[config.mk]
export PLATFORM = sky130hd
export DESIGN_NAME = ar_mux_scan
export DESIGN_NICKNAME = d
export VERILOG_FILES = /design/src/rtl/ar_mux_scan.sv
export SDC_FILE = /design/constraint.sdc
export NUM_CORES = 1
export LEC_CHECK = 0
export CAP_MARGIN = 20
export CORE_UTILIZATION = 47
export CTS_CLUSTER_SIZE = 30
export DETAILED_ROUTE_END_ITERATION = 12
export PLACE_DENSITY = 0.77
export SLEW_MARGIN = 25
export SYNTH_ARGS = -nofsm -noshare
export SYNTH_HDL_FRONTEND = slang
export SYNTH_SLANG_ARGS = --single-unit
[constraint.sdc]
create_clock -name clk -period 2.4 [get_ports clk]
set_clock_uncertainty 0.1 [all_clocks]
set_input_delay 0.24 -clock clk [delete_from_list [all_inputs] [get_ports clk]]
set_output_delay 0.24 -clock clk [all_outputs]
set_load 0.05 [all_outputs]
[src/rtl/ar_mux_scan.sv]
// ar_mux_scan: DEPTH x WIDTH register array, read by direct select or by an in-order scan,
// with a registered, valid-qualified output and write-first bypass.
module ar_mux_scan #(
    parameter int WIDTH = 8,
    parameter int DEPTH = 8,
    parameter int SEL_W = 3
) (
    input  logic             clk,
    input  logic             rst_n,
    input  logic             wr_en,
    input  logic [SEL_W-1:0] wr_addr,
    input  logic [WIDTH-1:0] wr_data,
    input  logic             rd_en,
    input  logic [SEL_W-1:0] rd_sel,
    input  logic             mode,
    input  logic             scan_start,
    output logic [WIDTH-1:0] q,
    output logic             q_valid,
    output logic [SEL_W-1:0] cur_sel,
    output logic             scan_busy,
    output logic             scan_done
);
    typedef enum logic [1:0] {IDLE, SCAN, DONE} state_t;
    state_t state, state_nxt;
    logic [WIDTH-1:0] mem [DEPTH];
    logic [SEL_W-1:0] cnt, cnt_nxt, rd_addr;
    logic [WIDTH-1:0] rd_data;
    logic wr_ok, rd_fire;
    assign wr_ok = wr_en && (32'(wr_addr) < DEPTH);
    assign rd_data = (wr_ok && wr_addr == rd_addr) ? wr_data :
                     (32'(rd_addr) < DEPTH) ? mem[rd_addr] : '0;
    assign scan_busy = state == SCAN;
    always_comb begin
        state_nxt = state;
        cnt_nxt   = cnt;
        rd_fire   = 1'b0;
        rd_addr   = rd_sel;
        case (state)
            IDLE: begin
                rd_fire = !mode && rd_en;
                if (mode && scan_start) begin
                    state_nxt = SCAN;
                    cnt_nxt   = '0;
                end
            end
            SCAN: begin
                rd_addr = cnt;
                if (!mode) state_nxt = IDLE;
                else begin
                    rd_fire = 1'b1;
                    cnt_nxt = cnt + 1'b1;
                    if (32'(cnt) == DEPTH - 1) state_nxt = DONE;
                end
            end
            default: state_nxt = IDLE;
        endcase
    end
    // scan_done is registered so the done cycle follows the last valid output
    always_ff @(posedge clk or negedge rst_n) begin
        if (!rst_n) begin
            state     <= IDLE;
            cnt       <= '0;
            q         <= '0;
            q_valid   <= 1'b0;
            cur_sel   <= '0;
            scan_done <= 1'b0;
            for (int i = 0; i < DEPTH; i++) mem[i] <= WIDTH'(i);
        end else begin
            state     <= state_nxt;
            cnt       <= cnt_nxt;
            q_valid   <= rd_fire;
            scan_done <= state == DONE;
            if (rd_fire) begin
                q       <= rd_data;
                cur_sel <= rd_addr;
            end
            if (wr_ok) mem[wr_addr] <= wr_data;
        end
    end
endmodule

==> summary.md, run 1 <==
| Metric | Value |
|---|---|
| Status | `completed` |
| Worst-Margin Slew | `roughly 0.73 ns` |
| Period utilization | `95.0%` |
| Total Power | `4.01 mW` |
| Port bufs | `33` |
| Busiest grt layer | `met2` |
| Initial antenna violation count | `0` |
| Worst-Skew Late Latency | `0.35 ns` |
| Post-synthesis cell type count | `between 40 and 50` |
| Drt total wl | `9390 um` |
| Met2 Use GR | `a little over a third` |
| Startpoint Class | `flip-flop` |
| Leakage | `2.07 nW` |
| First-pass GRT wire length | `15400 um` |
| Flop2flop setup slack | `0.12 ns` |
| Worst hold-check path type | `input pin to asynchronous set/reset pin` |
| Final hold violation count | `0` |
| Largest net degree at the start of global routing | `44` |
| Slew Viols, Final | `0` |
| R2r startpoint | `state[0]` |
| GRT Total Usage | `22.7%` |
| WHS | `0.315 ns` |
| CTS tree | `done` |
| RD Place Congestion | `0.819` |
| Number of synthesis warnings | `0` |
| Clk slew on worst S/H paths | `approximately 0.08 ns` |
| Post-synthesis sequential area ratio | `50.0%` |
| Vias in the first global route | `2975` |
| Mapped Cells | `between 300 and 400` |
| Setup crit start | `state[0]` |
| Die Wd | `95.8 um` |
| Req. time, crit path | `~2.6 ns` |
| Root Buffer | `clkbuf_8` |
| Top_reg_cell synth | `dfrtp_1` |
| DR vias/cell | `slightly below 6` |
| 1st-pass router iterations | `4` |
| DR WL/cell | `19.3 um` |
| Yosys top cell by area | `dfrtp_1` |
| Top cells by area, synth | `dfrtp_1, mux2_2, dfstp_2` |
| Most used cell, CP | `mux2i_2` |
| Slowest cell delay on critical path | `0.43 ns` |
| Async S/R FF share, synth | `100%` |
| Num ports | `34` |
| Worst setup EP type | `flip-flop` |
| Bufs and invs on worst path | `1` |
| Slew headroom | `51.2%` |
| Yosys top cell area share | `between 40% and 50%` |
| DIE AREA | `around 9000 sq um` |
| Core Rows | `33` |
| Syn nets | `between 300 and 400` |
| GRT Residual Overflow | `0` |
| Diodes inserted | `0` |
| DP HPWL | `approximately 6700 um` |
| Commonest non-fill, non-tap cell in the layout | `dfrtp_1` |
| CTS buffer count | `9` |
| Post-synth EDFFs | `0` |
| Min Tclk post-route | `around 2.3 ns` |
| Most frequent cells in the layout | `dfrtp_1, mux2_2, clkdlybuf4s50_1` |
| Crit path max-delay cell type | `mux2i_2` |
| Routed vias | `2858` |
| Layout cells sized above 1 | `33.3%` |
| Worst vdd ir | `376 uV` |
| Clk sinks | `82` |
| Fmax achieved | `~440 MHz` |
| Initial DRC Count | `207` |
| Clock buffer depth | `2` |
| Synth Area per Inst | `12.7 sq um` |
| M1 GR Usage | `31.1%` |
| Kind of cell adding the most delay to the critical path | `multiplexers` |
| Crit path cell chain | `nor2b_4, buf_12, mux2i_2, mux2i_2, o31ai_4, o31ai_1` |
| CORE AREA | `8380 sq um` |
| Post-Syn Area | `4140 sq um` |
| FF+latch count, synth | `82` |
| Crit Path Category | `flip-flop to flip-flop` |
| Global routing usage on met3 | `4.27%` |
| DRC violation count after routing | `0` |
| Pwr Density | `819 nW/um^2` |
| Worst Path Arrival | `between 2 and 2.5 ns` |
| ANT nets after route | `0` |
| Final setup viols | `0` |
| Worst Path Max Fanout | `25` |
| H-Tree Depth | `3` |
| Die Height | `95.8 um` |
| # Max-Cap Violations | `0` |
| # nets final | `398` |
| Starting density of the core | `49.3%` |
| Area delta synth->final | `18.5%` |
## routing by layer
| layer | part of all wire, % | vias up | wire (um) |
|---|---|---|---|
| met3 | 4.5 | 12 | 426 |
| met4 | 1.8 | 0 | 169 |
| met5 | 0 | - | 0 |
| met1 | 46 | 1450 | 4290 |
| met2 | 48 | 81 | 4510 |
| li1 | - | 1315 | - |
## cell families (layout without fill, tap and decap cells)
family,after synthesis,in the layout,synth area share [%]
DFF,82,82,50.0
and+or+nand+nor,47,47,7.69
buffers and inverters,37,93,4.42
xor gates and xnor gates,4,4,1.21
muxes,87,87,23.6
AOI/OAI and AO/OA,66,66,12.5
adders and majority gates,2,2,0.605
## synthesized netlist by cell type (5+ instances only)
master / count
o211ai_1: 30
o2111ai_1: 5
nor2b_1: 6
mux2i_1: 14
a21oi_1: 5
and2_1: 5
clkbuf_1: 7
mux2_1: 7
o221ai_1: 5
or4_1: 5
nand2_1: 10
a22o_1: 8
inv_1: 21
mux2_2: 64
dfrtp_1: 70
dfstp_2: 12
## power by group
group	switching (mW)	internal, mW	total (mW)
clock	0.480	0.508	0.987
combinational	0.608	0.530	1.14
sequential	0.174	1.71	1.89
total	1.26	2.75	4.01
## path summary, 6_finish.rpt
path,to,cells past startpoint
max,q[5],6
min,mem[19],2
max reg2reg,q[5],6
min reg2reg,mem[28],1
max in group asynchronous,mem[48],3
min in group clk,mem[28],1
## flip-flops by register name, indices dropped and copies added (netlist names)
| register | cells |
|---|---|
| state | 2 |
| mem | 64 |
| q_valid | 1 |
| scan_done | 1 |
| cur_sel | 3 |
| q | 8 |
| cnt | 3 |
## layout make-up
type | instances | area [sq um]
Clock buffer | 13 | 149
Clock inverter | 3 | 40.0
Fill cell | 693 | 3480
Inverter | 21 | 78.8
Multi-Input combinational cell | 206 | 1890
Sequential cell | 82 | 2070
Tap cell | 105 | 131
Timing Repair Buffer | 56 | 538
## repair_timing
| item | CTS | global route |
|---|---|---|
| hold buffers | 1 | 0 |
| buffers inserted | 0 | 0 |
| resized for setup | 0 | 2 |
| setup endpoints to repair | 0 | 8 |
| hold endpoints to repair | 30 | 0 |
## worst register-to-register path, delay by kind of cell, from the launching register on
kind / cells / cell delay (ns)
multiplexers: 2 / 0.82
AO/OA/AOI/OAI: 2 / 0.43
flip-flops: 1 / 0.42
AND/OR/NAND/NOR: 1 / 0.22
buffers and inverters: 1 / 0.20
## stage by stage
step	setup slack, ns	instance area, sq um	setup TNS [ns]	std cells	utilization [%]
2_1_floorplan	0.372	4140	0	325	-
3_3_place_gp	0.0125	4690	0	469	56.0
3_5_place_dp	-0.0641	4690	-0.244	469	56.0
4_1_cts	0.00955	4890	0	486	58.4
5_1_grt	-0.000456	4900	-0.000456	486	58.4
6_report	0.120	4900	0	486	58.4
No activity file was read; power rests on OpenSTA's default activity.
==> run 2, diff against run 1 <==
--- a/config.mk
+++ b/config.mk
@@ -6,6 +6,7 @@
 export NUM_CORES = 1
 export LEC_CHECK = 0
 export CAP_MARGIN = 20
+export CORE_MARGIN = 10
 export CORE_UTILIZATION = 47
 export CTS_CLUSTER_SIZE = 30
 export DETAILED_ROUTE_END_ITERATION = 12
==> summary.md, run 2 (synthesis results as in run 1) <==
| Metric | Value |
|---|---|
| R2R depth | `6` |
| Power share of the combinational group | `between 20% and 30%` |
| Worst hold-check path type | `input pin to asynchronous set/reset pin` |
| Dpl ws | `0.158 ns` |
| Largest net degree at the start of global routing | `43` |
| Slew headroom | `64.0%` |
| Top flop regs | `mem x64, q x8` |
| Worst setup EP type | `flip-flop` |
| Fmax achieved | `446 MHz` |
| Busiest grt layer | `met2` |
| Req. time, crit path | `2.51 ns` |
| Diodes inserted | `0` |
| Final Util | `57.2%` |
| Design Area, Final | `4940 sq um` |
| Worst vdd ir | `404 uV` |
| Most frequent cells in the layout | `dfrtp_1, mux2_2, clkdlybuf4s50_1` |
| Status | `completed` |
| Port bufs | `33` |
| Worst-Margin Slew | `roughly 0.54 ns` |
| Routed vias | `approximately 2800` |
| Die Wd | `114 um` |
| RSZ-0062 raised after global routing | `false` |
| Crit path cell chain | `nor2b_4, buf_4, mux2i_4, xnor2_2, o31ai_4, o221ai_1` |
| Worst-Skew Late Latency | `0.36 ns` |
| DIE AREA | `13000 sq um` |
| Num ports | `34` |
| Crit Path Category | `flip-flop to flip-flop` |
| GRT Total Usage | `between 10% and 20%` |
| First-pass GRT wire length | `15400 um` |
| Min Tclk post-route | `2.24 ns` |
| Layout cells sized above 1 | `33.6%` |
| Reg-to-reg endpoint | `q[6]` |
| Clk sinks | `82` |
| Worst Path Max Fanout | `8` |
| Flop2flop setup slack | `0.16 ns` |
| Final setup TNS | `0 ns` |
| Layout fillers | `735` |
| P_sw | `1.27 mW` |
| Initial antenna violation count | `0` |
| Final hold violation count | `0` |
| Vias in the first global route | `2965` |
| Startpoint Class | `flip-flop` |
| Int Power | `2.86 mW` |
| CTS tree | `done` |
| Slowest cell delay on critical path | `0.46 ns` |
| RD Place Congestion | `0.791` |
| Clk slew on worst S/H paths | `~0.08 ns` |
| 1st-pass router iterations | `4` |
| DR WL/cell | `between 15 and 20 um` |
| Global routing usage on met3 | `under 10%` |
| Commonest non-fill, non-tap cell in the layout | `dfrtp_1` |
| Period utilization | `93.5%` |
| Crit path max-delay cell type | `dfrtp_1` |
| Die Height | `114 um` |
| PnR worst setup slack | `0.155 ns` |
| Met2 Use GR | `between 20% and 30%` |
| Root Buffer | `clkbuf_8` |
| M1 GR Usage | `19.9%` |
| Worst Path Arrival | `2.36 ns` |
| CORE AREA | `about 8600 sq um` |
| Flop pwr share | `45.3%` |
| DR vias/cell | `5.79` |
| Pwr Density | `835 nW/um^2` |
| CTS buffer count | `9` |
| Slew Viols, Final | `0` |
| Initial DRC Count | `222` |
| R2r startpoint | `state[1]` |
| Final setup viols | `0` |
| Leakage | `2.08 nW` |
| DP HPWL | `6730 um` |
| Clock share of power | `26.8%` |
| Clock buffer depth | `2` |
| GRT Residual Overflow | `0` |
| Placed instance area | `approximately 4700 sq um` |
| Number of flip-flops in the largest register | `64` |
| ANT nets after route | `0` |
| Area delta synth->final | `19.5%` |
| Sw Share | `30.7%` |
| Biggest register | `mem` |
| H-Tree Depth | `3` |
| Core Rows | `34` |
| # Max-Cap Violations | `0` |
| DRC violation count after routing | `0` |
| Starting density of the core | `between 40% and 50%` |
| # nets final | `roughly 400` |
| Drt total wl | `9280 um` |
| Setup crit start | `state[1]` |
## run 2: metal layers
layer / vias up / part of all wire [%] / routed length (um)
met5: - / 0 / 0
met4: 0 / 1.8 / 168
met3: 10 / 4.8 / 445
met2: 71 / 48 / 4460
met1: 1426 / 45 / 4200
li1: 1325 / - / -
## run 2: stage by stage
step | total power [mW] | hold WS (ns) | instances
CTS | 4.15 | 0.334 | 489
global route | 4.34 | 0.380 | 489
finish | 4.13 | 0.315 | 489
global placement | 3.00 | 0.161 | 472
floorplan | 2.65 | -0.156 | 325
detailed placement | 3.05 | 0.169 | 472
## run 2: layout make-up
class,instances,area [sq um],area share (%)
sequential,82,2070,41.8
multi-input combinational,206,1890,38.3
timing repair buffer,56,551,11.1
clock buffer,11,141,2.86
tap,108,135,2.73
inverter,21,78.8,1.59
clock inverter,5,77.6,1.57
## run 2: repair_timing
action / CTS / global route
buffers inserted: 0 / 0
hold endpoints to repair: 31 / 0
gates resized for setup: 0 / 1
endpoints found under the setup margin: 0 / 1
hold buffers: 1 / 0
## run 2: power by group through the flow
stage / combinational [mW] / sequential, mW / clock (mW)
floorplan: 0.609 / 2.04 / 0
global placement: 1.12 / 1.88 / 0
detailed placement: 1.15 / 1.90 / 0
CTS: 1.16 / 1.87 / 1.12
global route: 1.24 / 1.91 / 1.18
finish: 1.15 / 1.87 / 1.11
## run 2: worst max path at each step
stage | slack (ns) | cells after the start | end
final | 0.16 | 6 | q[6]
after global routing | 0.002 | 6 | q[6]
after CTS | 0.14 | 6 | q[6]
after global placement | 0.22 | 6 | q[3]
after floorplan | 0.37 | 8 | q[3]
after detailed placement | 0.16 | 6 | q[6]
## run 2: critical path: cells and delay by family, from the launching register on
kind | cells | cell delay [ns]
AO/OA/AOI/OAI | 2 | 0.59
XOR/XNOR | 1 | 0.16
buffers and inverters | 1 | 0.21
flip-flops | 1 | 0.46
multiplexers | 1 | 0.32
AND/OR/NAND/NOR | 1 | 0.26
==> run 3, diff against run 2 <==
--- a/config.mk
+++ b/config.mk
@@ -5,12 +5,15 @@
 export SDC_FILE = /design/constraint.sdc
 export NUM_CORES = 1
 export LEC_CHECK = 0
-export CAP_MARGIN = 20
+export CAP_MARGIN = 0
+export CELL_PAD_IN_SITES_DETAIL_PLACEMENT = 1
+export CELL_PAD_IN_SITES_GLOBAL_PLACEMENT = 1
 export CORE_MARGIN = 10
 export CORE_UTILIZATION = 47
 export CTS_CLUSTER_SIZE = 30
 export DETAILED_ROUTE_END_ITERATION = 12
-export PLACE_DENSITY = 0.77
+export PLACE_DENSITY = 0.89
+export REMOVE_ABC_BUFFERS = 1
 export SLEW_MARGIN = 25
 export SYNTH_ARGS = -nofsm -noshare
 export SYNTH_HDL_FRONTEND = slang
==> summary.md, run 3 (synthesis results as in run 1) <==
| Metric | Value |
|---|---|
| Startpoint Class | `flip-flop` |
| Met2 Use GR | `a little under a third` |
| Design Area, Final | `4910 sq um` |
| Worst setup EP type | `flip-flop` |
| Die Height | `114 um` |
| Clock share of power | `a little under a quarter` |
| DR WL/cell | `23.6 um` |
| Clk slew on worst S/H paths | `0.09 ns` |
| Global routing usage on met3 | `3.10%` |
| RSZ-0062 raised after global routing | `false` |
| Slew headroom | `between 50% and 60%` |
| Vias in the first global route | `3313` |
| Final setup viols | `0` |
| Worst-Skew Late Latency | `0.36 ns` |
| DP HPWL | `around 7700 um` |
| Crit Path Category | `flip-flop to flip-flop` |
| WHS | `0.322 ns` |
| Initial DRC Count | `180` |
| Clock buffer depth | `2` |
| Commonest non-fill, non-tap cell in the layout | `dfrtp_1` |
| ANT nets after route | `0` |
| Largest net degree at the start of global routing | `46` |
| Slew Viols, Final | `0` |
| DR vias/cell | `6.07` |
| Post-route insts no fill | `between 400 and 500` |
| Min Tclk post-route | `around 2.3 ns` |
| Flop pwr share | `47.1%` |
| # nets final | `~400` |
| Die Wd | `114 um` |
| Worst hold-check path type | `input pin to asynchronous set/reset pin` |
| Power share of the combinational group | `29.4%` |
| CTS tree | `done` |
| Core Rows | `34` |
| Busiest grt layer | `met2` |
| Leakage | `2.06 nW` |
| Worst Path Max Fanout | `8` |
| Area delta synth->final | `18.7%` |
| M1 GR Usage | `22.4%` |
| Req. time, crit path | `2.53 ns` |
| Layout fillers | `874` |
| H-Tree Depth | `3` |
| Drt total wl | `11500 um` |
| DRC violation count after routing | `0` |
| Starting density of the core | `47.9%` |
| Worst Path Arrival | `around 2.5 ns` |
| GRT Total Usage | `18.4%` |
| Final setup TNS | `0 ns` |
| # Max-Cap Violations | `0` |
| Diodes inserted | `0` |
| Sw Share | `34.0%` |
| Final hold violation count | `0` |
| DIE AREA | `13000 sq um` |
| Worst-Margin Slew | `0.634 ns` |
| Most frequent cells in the layout | `dfrtp_1, mux2_2, clkdlybuf4s50_1` |
| Routed vias | `2970` |
| Num ports | `34` |
| CORE AREA | `8640 sq um` |
| Biggest register | `mem` |
| Initial antenna violation count | `0` |
| Clk sinks | `just over 80` |
| CTS buffer count | `9` |
| Fmax achieved | `430 MHz` |
| Top flop regs | `mem x64, q x8` |
| 1st-pass router iterations | `4` |
| Port bufs | `33` |
| Pwr Density | `822 nW/um^2` |
| Root Buffer | `clkbuf_8` |
| Cells after DPL | `between 400 and 500` |
| Status | `completed` |
| Int Power | `2.66 mW` |
| P_sw | `1.37 mW` |
| Number of flip-flops in the largest register | `64` |
| GRT Residual Overflow | `0` |
| Placed instance area | `4680 sq um` |
| Layout cells sized above 1 | `33.9%` |
| Period utilization | `between 90% and 100%` |
| RD Place Congestion | `between 0.8 and 0.9` |
| First-pass GRT wire length | `18700 um` |
| Worst vdd ir | `334 uV` |
run 3: worst paths after layout:
path / start / endpoint / slack, ns / depth (start not counted)
setup / recovery: state[1] / q[3] / 0.07 / 7
hold / removal: rst_n / mem[35] / 0.32 / 2
setup reg to reg: state[1] / q[3] / 0.07 / 7
hold reg to reg: mem[28] / mem[28] / 0.41 / 1
max in group asynchronous: rst_n / mem[9] / 1.20 / 3
min in group clk: mem[28] / mem[28] / 0.41 / 1
run 3: power by group through the flow:
stage          Combinational (mW)  Sequential (mW)  Clock (mW)
2_1_floorplan               0.577             2.05           0
3_3_place_gp                 1.10             1.89           0
3_5_place_dp                 1.16             1.92           0
4_1_cts                      1.19             1.90       0.958
5_1_grt                      1.28             1.94        1.01
6_report                     1.18             1.90       0.948
run 3: final cells by class:
cell class              count  area [sq um]  share of cell area (%)
clock buffers              10           138                    2.80
clock inverters             6          50.0                    1.02
inverters                  21          78.8                    1.61
multi-input cells         206          1900                    38.7
flip-flops and latches     82          2070                    42.1
well taps                 108           135                    2.75
repair buffers             56           538                    11.0
run 3: worst max-delay path, cell delays in order, from the launching register on:
cell      delay (ns)
dfrtp_1         0.48
nor2b_4         0.24
buf_4           0.21
mux2i_4         0.32
xnor2_2         0.18
o31ai_4         0.33
buf_4           0.19
o221ai_1        0.13
run 3: metal layers:
metal	vias to the layer above	part of all wire, %
met5	-	0
met4	0	3.6
met3	32	5.0
met2	95	50
met1	1530	41
li1	1313	-
run 3: timing repair:
| action | 4_1_cts | 5_1_grt |
|---|---|---|
| resized for setup | 0 | 2 |
| buffers inserted | 3 | 0 |
| endpoints found under the setup margin | 5 | 7 |
| pin swaps | 1 | 0 |
| hold buffers | 1 | 0 |
| gates cloned | 0 | 0 |
| endpoints found under the hold margin | 40 | 0 |
run 3: stage by stage:
stage / setup slack, ns / power (mW) / util (%)
after floorplan: -0.746 / 2.62 / -
after global placement: 0.0568 / 2.99 / 54.1
after detailed placement: -0.0364 / 3.09 / 54.1
after CTS: 0.0287 / 4.04 / 56.7
after global routing: 0.00401 / 4.23 / 56.8
final: 0.0722 / 4.03 / 56.8
